File: config.mk
export PLATFORM = sky130hd
export DESIGN_NAME = pipe_hazard_ctrl_flat
export DESIGN_NICKNAME = d
export VERILOG_FILES = /design/src/rtl/pipe_pkg.sv /design/src/rtl/pipe_hazard_ctrl_if.sv /design/src/rtl/sat_counter.sv /design/src/rtl/pipe_hazard_ctrl.sv /design/src/flat_wrapper.sv
export SDC_FILE = /design/constraint.sdc
export NUM_CORES = 1
export LEC_CHECK = 0
export ABC_AREA = 1
export CORE_UTILIZATION = 45
export DETAILED_ROUTE_END_ITERATION = 16
export HOLD_SLACK_MARGIN = 0.12
export PLACE_DENSITY = 0.68
export SETUP_SLACK_MARGIN = 0.3
export SLEW_MARGIN = 20
export SYNTH_ARGS = -nofsm -noshare
export SYNTH_HDL_FRONTEND = slang
export SYNTH_SLANG_ARGS = --single-unit
File: constraint.sdc
create_clock -name clk -period 2.4 [get_ports clk]
set_clock_uncertainty 0.1 [all_clocks]
set_input_delay 0.72 -clock clk [delete_from_list [all_inputs] [get_ports clk]]
set_output_delay 0.72 -clock clk [all_outputs]
set_load 0.01 [all_outputs]
File: src/rtl/pipe_pkg.sv
// Shared pipeline definitions: hazard FSM encoding, register-address width and stage control-word width.
package pipe_pkg;

  localparam int REG_ADDR_W = 5;
  localparam int CTRL_WIDTH = 16;

  typedef enum logic {
    ST_RUN      = 1'b0,
    ST_MEM_WAIT = 1'b1
  } state_t;

  // True when a used source register matches the producer's destination.
  function automatic logic reg_hit(input logic [REG_ADDR_W-1:0] rs,
                                   input logic                  used,
                                   input logic [REG_ADDR_W-1:0] rd);
    return used && (rs == rd);
  endfunction

endpackage

File: src/rtl/pipe_hazard_ctrl_if.sv
// Hazard-controller bundle: pipeline status in, stage-register enables/flushes and status out.
interface pipe_hazard_ctrl_if #(
  parameter int CNT_WIDTH = 32
);
  import pipe_pkg::*;

  logic [REG_ADDR_W-1:0] q2_rs1_i;
  logic [REG_ADDR_W-1:0] q2_rs2_i;
  logic                  q2_rs1_used_i;
  logic                  q2_rs2_used_i;
  logic [REG_ADDR_W-1:0] q3_rd_i;
  logic                  q3_mem_read_i;
  logic                  q3_branch_taken_i;
  logic                  dmem_req_i;
  logic                  dmem_ready_i;
  logic                  stall_cnt_clr_i;

  logic                  pc_en_o;
  logic                  q1q2_en_o;
  logic                  q2q3_en_o;
  logic                  q3q4_en_o;
  logic                  q4q5_en_o;
  logic                  q1q2_flush_o;
  logic                  q2q3_flush_o;
  logic                  q3q4_flush_o;
  logic                  q4q5_flush_o;
  logic                  mem_err_o;
  logic [CNT_WIDTH-1:0]  stall_cnt_o;

  modport master (
    output q2_rs1_i, q2_rs2_i, q2_rs1_used_i, q2_rs2_used_i,
           q3_rd_i, q3_mem_read_i, q3_branch_taken_i,
           dmem_req_i, dmem_ready_i, stall_cnt_clr_i,
    input  pc_en_o, q1q2_en_o, q2q3_en_o, q3q4_en_o, q4q5_en_o,
           q1q2_flush_o, q2q3_flush_o, q3q4_flush_o, q4q5_flush_o,
           mem_err_o, stall_cnt_o
  );

  modport slave (
    input  q2_rs1_i, q2_rs2_i, q2_rs1_used_i, q2_rs2_used_i,
           q3_rd_i, q3_mem_read_i, q3_branch_taken_i,
           dmem_req_i, dmem_ready_i, stall_cnt_clr_i,
    output pc_en_o, q1q2_en_o, q2q3_en_o, q3q4_en_o, q4q5_en_o,
           q1q2_flush_o, q2q3_flush_o, q3q4_flush_o, q4q5_flush_o,
           mem_err_o, stall_cnt_o
  );

endinterface

File: src/rtl/sat_counter.sv
// Saturating up-counter with synchronous clear; clear wins over increment, holds at all-ones.
module sat_counter #(
  parameter int WIDTH = 32
) (
  input  logic             clk,
  input  logic             rst_n,
  input  logic             clr,
  input  logic             inc,
  output logic [WIDTH-1:0] cnt
);

  always_ff @(posedge clk or negedge rst_n) begin
    if (!rst_n) begin
      cnt <= '0;
    end else if (clr) begin
      cnt <= '0;
    end else if (inc && (cnt != {WIDTH{1'b1}})) begin
      cnt <= cnt + 1'b1;
    end
  end

endmodule

File: src/rtl/pipe_hazard_ctrl.sv
// Stall/flush sequencer for the 5-stage pipeline: memory wait > taken branch > load-use.
// Enables/flushes are combinational so a stall acts in the cycle it is detected.
module pipe_hazard_ctrl
  import pipe_pkg::*;
#(
  parameter int TIMEOUT   = 64,
  parameter int CNT_WIDTH = 32
) (
  input  logic               clk,
  input  logic               rst_n,
  pipe_hazard_ctrl_if.slave  hz
);

  localparam int WCNT_W = 16;
  localparam logic [WCNT_W-1:0] WCNT_LAST = WCNT_W'(TIMEOUT - 1);

  state_t            state;
  logic [WCNT_W-1:0] wait_cnt;
  logic              mem_err;

  logic mem_stall;
  logic load_use;

  logic pc_en, en12, en23, en34, en45;
  logic fl12, fl23, fl34, fl45;

  assign mem_stall = hz.dmem_req_i & ~hz.dmem_ready_i;

  assign load_use = hz.q3_mem_read_i && (hz.q3_rd_i != '0) &&
                    (reg_hit(hz.q2_rs1_i, hz.q2_rs1_used_i, hz.q3_rd_i) ||
                     reg_hit(hz.q2_rs2_i, hz.q2_rs2_used_i, hz.q3_rd_i));

  always_comb begin
    pc_en = 1'b1;
    en12  = 1'b1;
    en23  = 1'b1;
    en34  = 1'b1;
    en45  = 1'b1;
    fl12  = 1'b0;
    fl23  = 1'b0;
    fl34  = 1'b0;
    fl45  = 1'b0;
    if (mem_stall) begin
      // Freeze Q1..Q4 so any pending branch/load-use inputs stay stable; WB gets a bubble.
      pc_en = 1'b0;
      en12  = 1'b0;
      en23  = 1'b0;
      en34  = 1'b0;
      fl45  = 1'b1;
    end else if (hz.q3_branch_taken_i) begin
      fl12 = 1'b1;
      fl23 = 1'b1;
    end else if (load_use) begin
      pc_en = 1'b0;
      en12  = 1'b0;
      fl23  = 1'b1;
    end
  end

  assign hz.pc_en_o      = pc_en & rst_n;
  assign hz.q1q2_en_o    = en12  & rst_n;
  assign hz.q2q3_en_o    = en23  & rst_n;
  assign hz.q3q4_en_o    = en34  & rst_n;
  assign hz.q4q5_en_o    = en45  & rst_n;
  assign hz.q1q2_flush_o = fl12  & rst_n;
  assign hz.q2q3_flush_o = fl23  & rst_n;
  assign hz.q3q4_flush_o = fl34  & rst_n;
  assign hz.q4q5_flush_o = fl45  & rst_n;
  assign hz.mem_err_o    = mem_err;

  always_ff @(posedge clk or negedge rst_n) begin
    if (!rst_n) begin
      state    <= ST_RUN;
      wait_cnt <= '0;
      mem_err  <= 1'b0;
    end else begin
      case (state)
        ST_RUN: begin
          wait_cnt <= '0;
          if (mem_stall) begin
            state <= ST_MEM_WAIT;
          end
        end
        ST_MEM_WAIT: begin
          if (!hz.dmem_req_i || hz.dmem_ready_i) begin
            state    <= ST_RUN;
            wait_cnt <= '0;
          end else if (wait_cnt == WCNT_LAST) begin
            mem_err <= 1'b1;
          end else begin
            wait_cnt <= wait_cnt + 1'b1;
          end
        end
        default: begin
          state    <= ST_RUN;
          wait_cnt <= '0;
        end
      endcase
    end
  end

  sat_counter #(
    .WIDTH (CNT_WIDTH)
  ) u_stall_cnt (
    .clk   (clk),
    .rst_n (rst_n),
    .clr   (hz.stall_cnt_clr_i),
    .inc   (~hz.pc_en_o),
    .cnt   (hz.stall_cnt_o)
  );

endmodule
File: src/flat_wrapper.sv
// flat-port wrapper written by rule: the top's interface ports become plain ports
module pipe_hazard_ctrl_flat import pipe_pkg::*;
#(
  parameter int TIMEOUT   = 64,
  parameter int CNT_WIDTH = 32
)
  (clk, rst_n, hz_q2_rs1_i, hz_q2_rs2_i, hz_q2_rs1_used_i, hz_q2_rs2_used_i, hz_q3_rd_i, hz_q3_mem_read_i, hz_q3_branch_taken_i, hz_dmem_req_i, hz_dmem_ready_i, hz_stall_cnt_clr_i, hz_pc_en_o, hz_q1q2_en_o, hz_q2q3_en_o, hz_q3q4_en_o, hz_q4q5_en_o, hz_q1q2_flush_o, hz_q2q3_flush_o, hz_q3q4_flush_o, hz_q4q5_flush_o, hz_mem_err_o, hz_stall_cnt_o);
  pipe_hazard_ctrl_if #(.CNT_WIDTH(CNT_WIDTH)) hz_i ();
  input  logic clk;
  input  logic rst_n;
  input wire logic [$bits(hz_i.q2_rs1_i)-1:0] hz_q2_rs1_i;
  input wire logic [$bits(hz_i.q2_rs2_i)-1:0] hz_q2_rs2_i;
  input wire logic [$bits(hz_i.q2_rs1_used_i)-1:0] hz_q2_rs1_used_i;
  input wire logic [$bits(hz_i.q2_rs2_used_i)-1:0] hz_q2_rs2_used_i;
  input wire logic [$bits(hz_i.q3_rd_i)-1:0] hz_q3_rd_i;
  input wire logic [$bits(hz_i.q3_mem_read_i)-1:0] hz_q3_mem_read_i;
  input wire logic [$bits(hz_i.q3_branch_taken_i)-1:0] hz_q3_branch_taken_i;
  input wire logic [$bits(hz_i.dmem_req_i)-1:0] hz_dmem_req_i;
  input wire logic [$bits(hz_i.dmem_ready_i)-1:0] hz_dmem_ready_i;
  input wire logic [$bits(hz_i.stall_cnt_clr_i)-1:0] hz_stall_cnt_clr_i;
  output wire logic [$bits(hz_i.pc_en_o)-1:0] hz_pc_en_o;
  output wire logic [$bits(hz_i.q1q2_en_o)-1:0] hz_q1q2_en_o;
  output wire logic [$bits(hz_i.q2q3_en_o)-1:0] hz_q2q3_en_o;
  output wire logic [$bits(hz_i.q3q4_en_o)-1:0] hz_q3q4_en_o;
  output wire logic [$bits(hz_i.q4q5_en_o)-1:0] hz_q4q5_en_o;
  output wire logic [$bits(hz_i.q1q2_flush_o)-1:0] hz_q1q2_flush_o;
  output wire logic [$bits(hz_i.q2q3_flush_o)-1:0] hz_q2q3_flush_o;
  output wire logic [$bits(hz_i.q3q4_flush_o)-1:0] hz_q3q4_flush_o;
  output wire logic [$bits(hz_i.q4q5_flush_o)-1:0] hz_q4q5_flush_o;
  output wire logic [$bits(hz_i.mem_err_o)-1:0] hz_mem_err_o;
  output wire logic [$bits(hz_i.stall_cnt_o)-1:0] hz_stall_cnt_o;
  assign hz_i.q2_rs1_i = hz_q2_rs1_i;
  assign hz_i.q2_rs2_i = hz_q2_rs2_i;
  assign hz_i.q2_rs1_used_i = hz_q2_rs1_used_i;
  assign hz_i.q2_rs2_used_i = hz_q2_rs2_used_i;
  assign hz_i.q3_rd_i = hz_q3_rd_i;
  assign hz_i.q3_mem_read_i = hz_q3_mem_read_i;
  assign hz_i.q3_branch_taken_i = hz_q3_branch_taken_i;
  assign hz_i.dmem_req_i = hz_dmem_req_i;
  assign hz_i.dmem_ready_i = hz_dmem_ready_i;
  assign hz_i.stall_cnt_clr_i = hz_stall_cnt_clr_i;
  assign hz_pc_en_o = hz_i.pc_en_o;
  assign hz_q1q2_en_o = hz_i.q1q2_en_o;
  assign hz_q2q3_en_o = hz_i.q2q3_en_o;
  assign hz_q3q4_en_o = hz_i.q3q4_en_o;
  assign hz_q4q5_en_o = hz_i.q4q5_en_o;
  assign hz_q1q2_flush_o = hz_i.q1q2_flush_o;
  assign hz_q2q3_flush_o = hz_i.q2q3_flush_o;
  assign hz_q3q4_flush_o = hz_i.q3q4_flush_o;
  assign hz_q4q5_flush_o = hz_i.q4q5_flush_o;
  assign hz_mem_err_o = hz_i.mem_err_o;
  assign hz_stall_cnt_o = hz_i.stall_cnt_o;
  pipe_hazard_ctrl #(.TIMEOUT(TIMEOUT), .CNT_WIDTH(CNT_WIDTH)) u_core (.clk(clk), .rst_n(rst_n), .hz(hz_i));
endmodule
# Yosys cells after proc, flatten, opt, wreduce, memory -nomap -nowiden
# Cells that the tools add are included.
word_totals:
  ff_bits: 50
  input_bits: 24
  output_inout_bits: 42
  elab_cells: 49
classes:
  n_addsub: 2
  eq_ne: 5
  muxes: 17
  n_bitwise: 10
  n_reduce_logical: 11
ops:
  columns: ["cell", "n"]
  rows:
  - ["2-to-1 mux 32 bit", 2]
  - ["adder 32 x 1 -> 32 bit (second input constant)", 1]
  - ["2-to-1 mux 16 bit", 2]
  - ["!= test 32 bit (second input constant)", 1]
  - ["one-hot mux 16 bit (2 select lines)", 1]
  - ["adder 16 x 1 -> 16 bit (second input constant)", 1]
  - ["equality test 16 x 6 -> 1 bit (second input constant)", 1]
  - ["2-to-1 mux 1 bit", 11]
  - ["equality test 5 bit", 2]
  - ["bitwise AND 1 bit", 6]
  - ["logical AND 1 bit", 5]
  - ["nonzero test 5 bit", 1]
  - ["NOT 1 bit", 4]
  - ["!= test 3 bit (second input constant)", 1]
  - ["AND reduction 3 bit", 1]
  - ["logical OR 1 bit", 2]
  - ["one-hot mux 1 bit (2 select lines)", 1]
  - ["nonzero test 2 bit", 1]
  - ["logical NOT 1 bit", 1]

# Logic depth before layout (Yosys ltp)
logic_depth:
  depth_word: 12
  depth_mapped: 13
  mapped_depth_nobuf: 12

# Cells and area by module
# A second synthesis with hierarchy kept.
hier_totals:
  hier_cells: 537
  area_unflattened_um2: 3533.4
modules_own_cells:
  columns: ["mod", "instances", "cells_per_inst", "area_each_um2", "seq_area_each_um2"]
  rows:
  - ["sat_counter", 1, 345, 2243.4, 800.8]
  - ["pipe_hazard_ctrl", 1, 192, 1290.0, 450.4]

# Least setup slack after synthesis
# OpenSTA, ideal clock, no wires.
synth_path:
  path_type: "input to output"
  from: "input hz_dmem_req_i"
  to: "output hz_q1q2_en_o"
  arrival_time_ns: 1.722
  required_time_ns: 1.580
  setup_slack_ns: -0.142
  stages: 8
  n_path_buf: 1
  cell_sequence: "inv_2 nor2_2 nor2_1 inv_1 nor2_1 inv_1 nand2_1 buf_4"
synth_via:
  elab_chain_cells: 3
synth_lines:
  columns: ["element", "line_no", "source"]
  rows:
  - ["start, declared", "flat_wrapper.sv:18", "input wire logic [$bits(hz_i.dmem_req_i)-1:0] hz_dmem_req_i;"]
  - ["bitwise AND 1 bit", "pipe_hazard_ctrl.sv:27", "assign mem_stall = hz.dmem_req_i & ~hz.dmem_ready_i;"]
  - ["2-to-1 mux 1 bit", null, null]
  - ["bitwise AND 1 bit", null, null]
  - ["end, declared", "flat_wrapper.sv:22", "output wire logic [$bits(hz_i.q1q2_en_o)-1:0] hz_q1q2_en_o;"]
# No other way between the ends.

# Worst setup path in the final report
layout_path:
  from: "input hz_q3_rd_i[4]"
  to: "output hz_pc_en_o"
layout_via:
  elab_chain_cells: 8
  word_cells_on_any_way: 12
  cone_classes: "2 x eq/ne; 3 x mux; 1 x bitwise; 6 x reduce/logical"
layout_lines:
  columns: ["element", "line_no", "source"]
  rows:
  - ["start, declared", "flat_wrapper.sv:15", "input wire logic [$bits(hz_i.q3_rd_i)-1:0] hz_q3_rd_i;"]
  - ["equality test 5 bit", "pipe_pkg.sv:16", "return used && (rs == rd);"]
  - ["logical AND 1 bit", "pipe_pkg.sv:16", null]
  - ["logical OR 1 bit", "pipe_hazard_ctrl.sv:30", "(reg_hit(hz.q2_rs1_i, hz.q2_rs1_used_i, hz.q3_rd_i) ||"]
  - ["logical AND 1 bit *", "pipe_hazard_ctrl.sv:29", "assign load_use = hz.q3_mem_read_i && (hz.q3_rd_i != '0) &&"]
  - ["2-to-1 mux 1 bit *", "pipe_hazard_ctrl.sv:53", "end else if (load_use) begin"]
  - ["2-to-1 mux 1 bit *", "pipe_hazard_ctrl.sv:50", "end else if (hz.q3_branch_taken_i) begin"]
  - ["2-to-1 mux 1 bit *", "pipe_hazard_ctrl.sv:43", "if (mem_stall) begin"]
  - ["bitwise AND 1 bit *", "pipe_hazard_ctrl.sv:60", "assign hz.pc_en_o = pc_en & rst_n;"]
  - ["end, declared", "flat_wrapper.sv:21", "output wire logic [$bits(hz_i.pc_en_o)-1:0] hz_pc_en_o;"]
# Every way passes the cells marked *; elsewhere a longest branch is shown, timed or not.

==> metrics.txt <==
# TYPE chip_impl_metric gauge
chip_impl_metric{name="grt_use_met1",unit=""} 0.311
chip_impl_metric{name="max_slew_margin",unit=""} 0.582
chip_impl_metric{name="clock-sinks",unit=""} 50
chip_impl_metric{name="critPathArrivalTime",unit="ns"} 1.57
chip_impl_metric{name="initial_utilization",unit=""} 0.473
chip_impl_metric{name="placement_rows",unit=""} 31
chip_impl_metric{name="drt-total-wl",unit="mm"} 8.90
chip_impl_info{name="cts-root-buf",value="sky130_fd_sc_hd__clkbuf_8"} 1
chip_impl_info{name="crit-reg2reg-capture",value="u_core.u_stall_cnt.cnt[12]$_DFFE_PN0P_"} 1
chip_impl_metric{name="core_utilization_of_the_finished_layout",unit=""} 0.639
chip_impl_info{name="crit-reg2reg-launch",value="u_core.u_stall_cnt.cnt[0]$_DFFE_PN0P_"} 1
chip_impl_metric{name="post-route-period-util",unit=""} 0.995
chip_impl_metric{name="worst_skew_pair.late_latency",unit="ns"} 0.31
chip_impl_metric{name="drt_pass1_iterations",unit=""} 4
chip_impl_metric{name="final.setup.worst_slack",unit="ns"} 0.0126
chip_impl_metric{name="finish.net_count",unit=""} 650
chip_impl_info{name="worst_setup_path_end_kind",value="output port"} 1
chip_impl_metric{name="route.detailed.wl_per_inst",unit="um"} 12.3
chip_impl_metric{name="gp_routability_congestion",unit=""} 0.970
chip_impl_metric{name="finalMaxSlewViolations",unit=""} 0
chip_impl_metric{name="remaining_drc_errors",unit=""} 0
chip_impl_metric{name="postSynthNetCount",unit=""} 552
chip_impl_info{name="type_of_the_most_critical_hold_path",value="flip-flop to flip-flop"} 1
chip_impl_metric{name="dpl.hpwl",unit="mm"} 6.56
chip_impl_metric{name="worst_slew_pin_tran",unit="ns"} 0.627
chip_impl_info{name="outcome",value="completed"} 1
chip_impl_metric{name="worstHoldPathCells",unit=""} 2
chip_impl_metric{name="global_route.usage.met2",unit=""} 0.383
chip_impl_metric{name="chipHeight",unit="um"} 89.8
chip_impl_metric{name="report.final.setup_viol",unit=""} 0
chip_impl_metric{name="clockBufferDepth",unit=""} 2
chip_impl_metric{name="synth.lib_cells_used.distinct",unit=""} 33
chip_impl_metric{name="n_antenna_cell",unit=""} 0
chip_impl_metric{name="sequential_share_of_the_synthesized_area",unit=""} 0.361
chip_impl_metric{name="grt_first_pass_wirelength",unit="mm"} 15.4
chip_impl_metric{name="endpoint_required_time_on_the_critical_path",unit="ns"} 1.58
chip_impl_metric{name="die_w",unit="um"} 89.8
chip_impl_metric{name="hold-worst-slack",unit="ns"} 0.373
chip_impl_info{name="cts_tree",value="built"} 1
chip_impl_metric{name="p_total",unit="mW"} 1.68
chip_impl_metric{name="viasPerCell",unit=""} 4.88
chip_impl_metric{name="reg2reg_depth",unit=""} 11
chip_impl_info{name="hold_end",value="u_core.hz.mem_err_o$_DFFE_PN0P_"} 1
chip_impl_metric{name="timing.fmax",unit="MHz"} 419
chip_impl_metric{name="p_per_area",unit="nW/um2"} 358
chip_impl_metric{name="r2r_setup_slack",unit="ns"} 0.43
chip_impl_info{name="critical_path_class",value="input port to output port"} 1
chip_impl_metric{name="fin_crit",unit="ns"} 2.39
chip_impl_info{name="startpoint_type",value="input port"} 1
chip_impl_metric{name="die-area",unit="um2"} 8060
chip_impl_metric{name="gate_count_after_technology_mapping",unit=""} 526
chip_impl_metric{name="highest_fanout_seen_on_the_critical_path",unit=""} 4
chip_impl_metric{name="htree_depth",unit=""} 2
chip_impl_metric{name="gr-usage-all-layers",unit=""} 0.231
chip_impl_info{name="most_used_routing_layer_in_global_routing",value="met2"} 1
chip_impl_metric{name="leakage",unit="nW"} 2.17
chip_impl_metric{name="coreArea",unit="um2"} 7330
chip_impl_metric{name="ir_worst_vdd",unit="mV"} 0.200
chip_impl_metric{name="cts.reportedPaths.clkPinSlew",unit="ns"} 0.10
chip_impl_metric{name="antenna_found_initial",unit=""} 0
chip_impl_metric{name="post_synth_instance_area",unit="um2"} 3470
chip_impl_metric{name="port_buffers",unit=""} 64
chip_impl_metric{name="vias",unit=""} 3531
chip_impl_metric{name="areaGrowthSynthToFinish",unit="%"} 35.2
chip_impl_metric{name="grt_overflow",unit=""} 0
chip_impl_info{name="hold_startpoint",value="u_core.hz.mem_err_o$_DFFE_PN0P_"} 1
chip_impl_metric{name="ys.warnings.count",unit=""} 0
chip_impl_metric{name="top_level_ports",unit=""} 66
chip_impl_info{name="grt_setup_unrepaired",value="yes"} 1
chip_impl_metric{name="numCtsBuffers",unit=""} 5
chip_impl_metric{name="antenna_viol_nets_final",unit=""} 0
chip_impl_metric{name="syn_area_per_cell",unit="um2"} 6.59
chip_impl_metric{name="grt_max_degree",unit=""} 51
chip_impl_metric{name="drv_cap",unit=""} 0
chip_impl_metric{name="drtIter0Drc",unit=""} 191
chip_impl_metric{name="grt_use_met3",unit=""} 0.0389
chip_impl_metric{name="drive_gt1_frac",unit=""} 0.213
chip_impl_metric{name="hold_viol",unit=""} 0
chip_impl_metric{name="dpl_worst_slack",unit="ns"} -0.840
chip_impl_metric{name="first_global_vias",unit=""} 3315
chip_impl_metric{name="synth-seq-cells",unit=""} 50
## critical path: stages
cell and delay (ns):
sky130_fd_sc_hd__buf_8 0.11, sky130_fd_sc_hd__nand2_2 0.05, sky130_fd_sc_hd__nand2_1 0.04, sky130_fd_sc_hd__nor2_1 0.12, sky130_fd_sc_hd__nand3_1 0.08, sky130_fd_sc_hd__nand2_1 0.10
sky130_fd_sc_hd__nand2_2 0.08, sky130_fd_sc_hd__nand2_2 0.09, sky130_fd_sc_hd__nand2_4 0.06, sky130_fd_sc_hd__buf_6 0.12
## Yosys cell counts (all sizes together)
cell type,count,share of area
ha,2,0.0072
a2bb2oi,1,0.0025
clkbuf,7,0.0076
a22oi,2,0.0043
a31oi,2,0.0036
nor4,2,0.0054
o21a,1,0.0022
nand3,49,0.074
conb,1,0.0011
nor3b,2,0.0043
dfrtp,50,0.36
nor3,21,0.032
nand2,178,0.20
nand4,6,0.011
buf,11,0.026
o21ai,9,0.013
xor2,21,0.053
a21oi,7,0.010
clkinv,1,0.0011
xnor2,7,0.018
inv,57,0.062
nor2,89,0.11
## stage by stage
stage | instance area, um2 | cells | setup TNS [ns]
after detailed placement | 4320 | 688 | -13.41
after CTS | 4610 | 722 | 0
after global placement | 4320 | 688 | -11.46
after global routing | 4690 | 724 | -0.205
after floorplan | 3510 | 526 | 0
final | 4690 | 724 | 0
## placed cells by master, fill, tap and decap left out, types with 5 or more instances in the layout
cell type / instances
sky130_fd_sc_hd__clkdlybuf4s50_1: 28
sky130_fd_sc_hd__nor3_1: 18
sky130_fd_sc_hd__a21oi_1: 7
sky130_fd_sc_hd__nand4_1: 6
sky130_fd_sc_hd__buf_4: 41
sky130_fd_sc_hd__buf_2: 7
sky130_fd_sc_hd__xnor2_1: 7
sky130_fd_sc_hd__buf_6: 14
sky130_fd_sc_hd__nor2_1: 80
sky130_fd_sc_hd__dfrtp_2: 12
sky130_fd_sc_hd__dfrtp_1: 38
sky130_fd_sc_hd__nand3_1: 47
sky130_fd_sc_hd__buf_8: 5
sky130_fd_sc_hd__clkbuf_8: 6
sky130_fd_sc_hd__inv_1: 43
sky130_fd_sc_hd__nor2_4: 6
sky130_fd_sc_hd__xor2_1: 21
sky130_fd_sc_hd__inv_2: 11
sky130_fd_sc_hd__nand2_2: 10
sky130_fd_sc_hd__nand2_1: 166
sky130_fd_sc_hd__dlygate4sd2_1: 9
## sequential cells by signal, indices dropped and copies added (netlist names)
signal                  count
u_core.u_stall_cnt.cnt     32
u_core.wait_cnt            16
u_core.hz.mem_err_o         1
u_core.state                1
## final cells by class
cell class / instances / area [um2]
tap: 99 / 124
sequential: 50 / 1270
multi-input combinational: 400 / 1950
clock inverter: 2 / 16.3
timing repair buffer: 109 / 1020
fill: 679 / 2640
inverter: 58 / 235
clock buffer: 6 / 82.6
## power breakdown
part           leakage (nW)  switching (mW)  internal [mW]
Combinational          1.45           0.152          0.131
Clock                0.0478           0.300          0.238
Sequential            0.670         0.00799          0.851
## cell families (layout without fill, tap and decap cells)
family	count (synthesis)	after routing	synth area share
and+or+nand+nor	347	347	0.427
buffers and inverters	76	175	0.0968
DFF	50	50	0.361
xor gates and xnor gates	28	28	0.0708
AOI/OAI and AO/OA	22	22	0.0357
adders and majority gates	2	2	0.00722
other	1	1	0.00108
## per-layer routing
metal / vias up / wire length [um]
met5: - / 0
li1: 1834 / -
met1: 1597 / 4180
met4: 0 / 113
met2: 90 / 4160
met3: 10 / 443
## worst max path at each step
| stage | from | endpoint | slack (ns) | depth (start not counted) |
|---|---|---|---|---|
| 6_report | hz_q3_rd_i[4] | hz_pc_en_o | 0.01 | 10 |
| 5_1_grt | hz_q2_rs2_i[4] | hz_pc_en_o | -0.07 | 11 |
| 4_1_cts | hz_q3_rd_i[2] | hz_q1q2_en_o | 0.03 | 10 |
| 3_5_place_dp | hz_q3_rd_i[4] | hz_q2q3_flush_o | -0.84 | 10 |
| 3_3_place_gp | hz_q3_rd_i[1] | hz_q2q3_flush_o | -0.81 | 10 |
| 2_1_floorplan | hz_dmem_req_i | hz_q1q2_en_o | 0.19 | 8 |
## what timing repair did
item / in CTS / in global routing
gates resized for setup: 150 / 16
pin swaps: 29 / 14
hold buffers: 0 / 0
buffers inserted: 26 / 2
endpoints found under the setup margin: 79 / 16
No activity file was read; power rests on OpenSTA's default activity.
